$ cat src/rtl/mem_arbiter.sv
// Single-port memory arbiter for the fetch and load/store requesters, one transaction in flight.
// Optional abort-on-timeout is enabled by defining ARB_TIMEOUT_EN.
module mem_arbiter #(
  parameter int ADDR_W     = 32,
  parameter int DATA_W     = 32,
  parameter int STARVE_MAX = 4,
  parameter int TIMEOUT    = 16
) (
  input  logic                clk,
  input  logic                n_rst,
  input  logic                if_req,
  input  logic [ADDR_W-1:0]   if_addr,
  output logic                if_gnt,
  output logic                if_rvalid,
  output logic [DATA_W-1:0]   if_rdata,
  input  logic                d_req,
  input  logic                d_we,
  input  logic [ADDR_W-1:0]   d_addr,
  input  logic [DATA_W-1:0]   d_wdata,
  input  logic [DATA_W/8-1:0] d_be,
  output logic                d_gnt,
  output logic                d_rvalid,
  output logic [DATA_W-1:0]   d_rdata,
  output logic                mem_req,
  output logic                mem_we,
  output logic [ADDR_W-1:0]   mem_addr,
  output logic [DATA_W-1:0]   mem_wdata,
  output logic [DATA_W/8-1:0] mem_be,
  input  logic                mem_ack,
  input  logic [DATA_W-1:0]   mem_rdata,
  output logic                err
);

  localparam int SW = $clog2(STARVE_MAX + 1);
  localparam logic [SW-1:0] STARVE_LIM = SW'(STARVE_MAX);

  localparam logic [1:0] IDLE   = 2'd0;
  localparam logic [1:0] BUSY_I = 2'd1;
  localparam logic [1:0] BUSY_D = 2'd2;

  logic [1:0]    state;
  logic [SW-1:0] starve_cnt;
  logic          idle;
  logic          fetch_wins;
  logic          timeout_hit;

  // Grants are gated by n_rst so nothing is accepted while reset is held.
  assign idle       = (state == IDLE) && n_rst;
  assign fetch_wins = if_req && (!d_req || (starve_cnt == STARVE_LIM));
  assign if_gnt     = idle && fetch_wins;
  assign d_gnt      = idle && d_req && !fetch_wins;

  always_ff @(posedge clk or negedge n_rst) begin
    if (!n_rst) begin
      state      <= IDLE;
      starve_cnt <= '0;
      mem_req    <= 1'b0;
      mem_we     <= 1'b0;
      mem_addr   <= '0;
      mem_wdata  <= '0;
      mem_be     <= '0;
      if_rvalid  <= 1'b0;
      d_rvalid   <= 1'b0;
      if_rdata   <= '0;
      d_rdata    <= '0;
    end else begin
      if_rvalid <= 1'b0;
      d_rvalid  <= 1'b0;
      case (state)
        IDLE: begin
          if (if_gnt) begin
            state      <= BUSY_I;
            starve_cnt <= '0;
            mem_req    <= 1'b1;
            mem_we     <= 1'b0;
            mem_addr   <= if_addr;
            mem_wdata  <= '0;
            mem_be     <= '1;
          end else if (d_gnt) begin
            state     <= BUSY_D;
            mem_req   <= 1'b1;
            mem_we    <= d_we;
            mem_addr  <= d_addr;
            mem_wdata <= d_wdata;
            mem_be    <= d_be;
            if (if_req && (starve_cnt != STARVE_LIM))
              starve_cnt <= starve_cnt + SW'(1);
          end
        end
        BUSY_I, BUSY_D: begin
          if (mem_ack) begin
            state   <= IDLE;
            mem_req <= 1'b0;
            if (state == BUSY_I) begin
              if_rdata  <= mem_rdata;
              if_rvalid <= 1'b1;
            end else begin
              if (!mem_we)
                d_rdata <= mem_rdata;
              d_rvalid <= 1'b1;
            end
          end else if (timeout_hit) begin
            // Aborted transactions still answer the owner so it never waits forever.
            state   <= IDLE;
            mem_req <= 1'b0;
            if (state == BUSY_I)
              if_rvalid <= 1'b1;
            else
              d_rvalid <= 1'b1;
          end
        end
        default: state <= IDLE;
      endcase
    end
  end

`ifdef ARB_TIMEOUT_EN
  localparam int TW = $clog2(TIMEOUT + 1);

  logic [TW-1:0] wait_cnt;

  // Fires in the BUSY cycle whose missing ack would bring the count to TIMEOUT.
  assign timeout_hit = (state != IDLE) && !mem_ack && (wait_cnt == TW'(TIMEOUT - 1));

  always_ff @(posedge clk or negedge n_rst) begin
    if (!n_rst) begin
      wait_cnt <= '0;
      err      <= 1'b0;
    end else begin
      err <= timeout_hit;
      if (if_gnt || d_gnt)
        wait_cnt <= '0;
      else if ((state != IDLE) && !mem_ack)
        wait_cnt <= wait_cnt + TW'(1);
    end
  end
`else
  assign timeout_hit = 1'b0;
  // TIMEOUT is never negative, so this is a constant 0.
  assign err = (TIMEOUT < 0);
`endif

endmodule

$ cat config.mk
export PLATFORM = sky130hd
export DESIGN_NAME = mem_arbiter
export DESIGN_NICKNAME = d
export VERILOG_FILES = /design/src/rtl/mem_arbiter.sv
export SDC_FILE = /design/constraint.sdc
export NUM_CORES = 1
export LEC_CHECK = 0
export CORE_ASPECT_RATIO = 0.9
export CORE_MARGIN = 2
export CORE_UTILIZATION = 44
export DETAILED_ROUTE_END_ITERATION = 12
export PLACE_DENSITY_LB_ADDON = 0.3
export SLEW_MARGIN = 20
export SYNTH_ARGS = -nofsm -noshare
export SYNTH_HDL_FRONTEND = slang
export SYNTH_SLANG_ARGS = --single-unit
$ cat constraint.sdc
create_clock -name clk -period 3.9 [get_ports clk]
set_input_delay 0.78 -clock clk [delete_from_list [all_inputs] [get_ports clk]]
set_output_delay 0.78 -clock clk [all_outputs]
set_load 0.03 [all_outputs]
==> flow_metrics.tcl <==
set metrics [dict create \
    cts_buffer_depth 2 \
    area_delta_synth_final_pct 59.1 \
    finalHoldViolCount 0 \
    coreArea_mm2 0.0128 \
    rows 39 \
    multiInputGateArea_mm2 0.00203 \
    first_pass_iters 4 \
    gr-usage-all-layers_pct 23.4 \
    port_buffers 275 \
    drt-total-wl_um 16200 \
    grt_pass1_vias 4923 \
    async_flop_share_pct 100 \
    slowest_delay_ps 660 \
    cts.clk_slew.worst_paths_ps 50 \
    yosysWarningCount 0 \
    synth_top_cell_by_area "dfrtp_1" \
    cts.sinks 141 \
    dp_cells 869 \
    cp_cell_sequence "clkdlybuf4s50_1 > and3_2 > and2_1 > clkdlybuf4s50_1" \
    crit_type "in2out" \
    power.total_mw 8.46 \
    layout-drive-gt1-share_pct 15.5 \
    skew_ps 7.27 \
    hp-class "reg2reg" \
    cts_buffers 17 \
    cp_common_cell "clkdlybuf4s50_1" \
    ant_nets 0 \
    die_h_um 113 \
    drtIter0Drc 284 \
    synthTopCellsByCount "dfrtp_1, nand2_1, mux2_2" \
    clockRootBuffer "clkbuf_16" \
    grt.overflow.total 0 \
    synth_edf_count 0 \
    antenna_found_initial 0 \
    slew-limit-headroom_pct 34.7 \
    grt_max_degree 80 \
    path_max_fanout 4 \
    start_util_pct 45.3 \
    vias_per_cell 5.18 \
    arrival_ps 2320 \
    clk_latency_ps 410 \
    pin_count 277 \
    dieArea_mm2 0.0141 \
    cap_violations 0 \
    gp_congestion 0.767 \
    cts_setup_buffers 0 \
    setup_tns_ps 0 \
    cts_resized 0 \
    fmax_ghz 0.323 \
    crit_family "buffers and inverters" \
    yosysSeqAreaShare_pct 60.9 \
    syn_avg_cell_area_um2 12.7 \
    rsz0062_at_grt "false" \
    layout_setup_ws_ps 802 \
    antenna_cells 0 \
    peakVddDrop_mv 0.484 \
    cp-start-kind "primary input" \
    tritoncts "yes" \
    fillers 886 \
    required_ps 3120 \
    finalNonFillerCells 901 \
    post-place-ws_ps 817 \
    leakage_nw 3.89 \
    synth.most_common_cell "dfrtp_1" \
    grt_first_pass_wirelength_um 25900 \
    tightest_slew_ps 979 \
    ys_types 35 \
    slew_viol_final 0 \
    setup_viol 0 \
    synth_seq_cells 141 \
    finalCriticalPeriod_ps 3100 \
    cts_max_level 4 \
    ys.flop_type "dfrtp_1" \
    p_per_area_mw_per_mm2 918 \
    synth_nets 597 \
    syn_area_mm2 0.00580 \
    syn_inst 455 \
    drc 0 \
    path_buf_inv 2 \
    synth_area_leaders "dfrtp_1, mux2_2, a32o_1" \
    fin_nets 866 \
    hpwl_um 11300 \
    postCtsHoldBufs 0 \
    cp-end-kind "primary output" \
    cp_slowest_cell "clkdlybuf4s50_1" \
    netlist.area_leader.share_pct 60.9 \
    seq_area_mm2 0.00353 \
    die_x_um 125 \
    num_vias 4670 \
    outcome "finished clean" \
    drt-wirelength-per-cell_um 18.0 \
    fin_crit_sh_pct 79.4 \
]
==> state kept, by name (all words and copies together), names as in the netlist <==
signal and count:
d_rdata 32, d_rvalid 1, if_rdata 32, if_rvalid 1
mem_addr 32, mem_be 4, mem_req 1, mem_wdata 32
mem_we 1, starve_cnt 3, state 2
==> worst reg2reg max path, delay by kind of cell, from the launching register on <==
kind	cells	cell delay, ps
and+or+nand+nor	2	530
adders and majority gates	1	250
AOI/OAI and AO/OA	1	380
buffers and inverters	4	590
DFF	1	350
==> logic make-up after synthesis <==
group	count (synthesis)	synth area share, %
AOI/OAI and AO/OA	105	14.3
xor gates and xnor gates	1	0.151
adders and majority gates	4	0.863
buffers and inverters	42	4.19
DFF	141	60.9
muxes	65	12.6
other	1	0.0647
and+or+nand+nor	96	6.97
==> metrics by stage <==
stage	util (%)	hold WS [ps]	instance area (um2)
2_1_floorplan	-	484	5800
3_3_place_gp	67.4	466	8620
3_5_place_dp	67.4	479	8620
4_1_cts	72.1	491	9220
5_1_grt	72.1	523	9220
6_report	72.1	492	9220
==> where the power goes <==
group | internal, mW | leakage, nW | total (mW) | switching (mW)
Combinational | 1.97 | 1.87 | 4.35 | 2.38
Sequential | 2.15 | 1.73 | 2.51 | 0.359
Clock | 1.01 | 0.285 | 1.60 | 0.591
==> metal layers <==
layer	vias up	global-route usage (%)	routed length, um
li1	2181	-	-
met1	2249	27.1	6410
met2	217	39.1	8030
met3	23	9.83	1520
met4	0	8.89	289
met5	-	0	0
==> final timing paths <==
| check | end | cells past startpoint | slack, ps | from |
|---|---|---|---|---|
| setup reg to reg | mem_addr[31] | 8 | 1690 | state[0] |
| setup / recovery | d_gnt | 4 | 800 | d_req |
| min in group asynchronous | mem_addr[31] | 2 | 560 | n_rst |
| hold / removal | d_rdata[11] | 1 | 490 | d_rdata[11] |
| hold reg to reg | d_rdata[11] | 1 | 490 | d_rdata[11] |
| max in group asynchronous | state[0] | 2 | 2640 | n_rst |
==> cell usage in the layout, fill, tap and decap left out, types with 2 or more instances in the layout <==
cell type	n
clkdlybuf4s50_1	273
nand2_1	77
clkinvlp_4	3
bufinv_16	2
a32o_1	31
clkinv_2	2
mux2_1	2
clkinv_4	2
clkbuf_16	17
a31o_1	29
inv_1	5
buf_4	12
mux2_2	63
dfrtp_1	141
a31o_2	2
clkbuf_1	2
clkbuf_8	4
and3_1	2
nor2_1	3
a21oi_1	34
nand3_1	7
ha_1	4
==> cell type report <==
cell class	instances	area share, %
tap	164	2.23
sequential	141	38.3
timing repair buffer	286	30.7
inverter	6	0.244
clock buffer	23	5.29
multi-input combinational	272	22.0
clock inverter	9	1.19
Note: power is estimated with default switching activity, not from simulation.
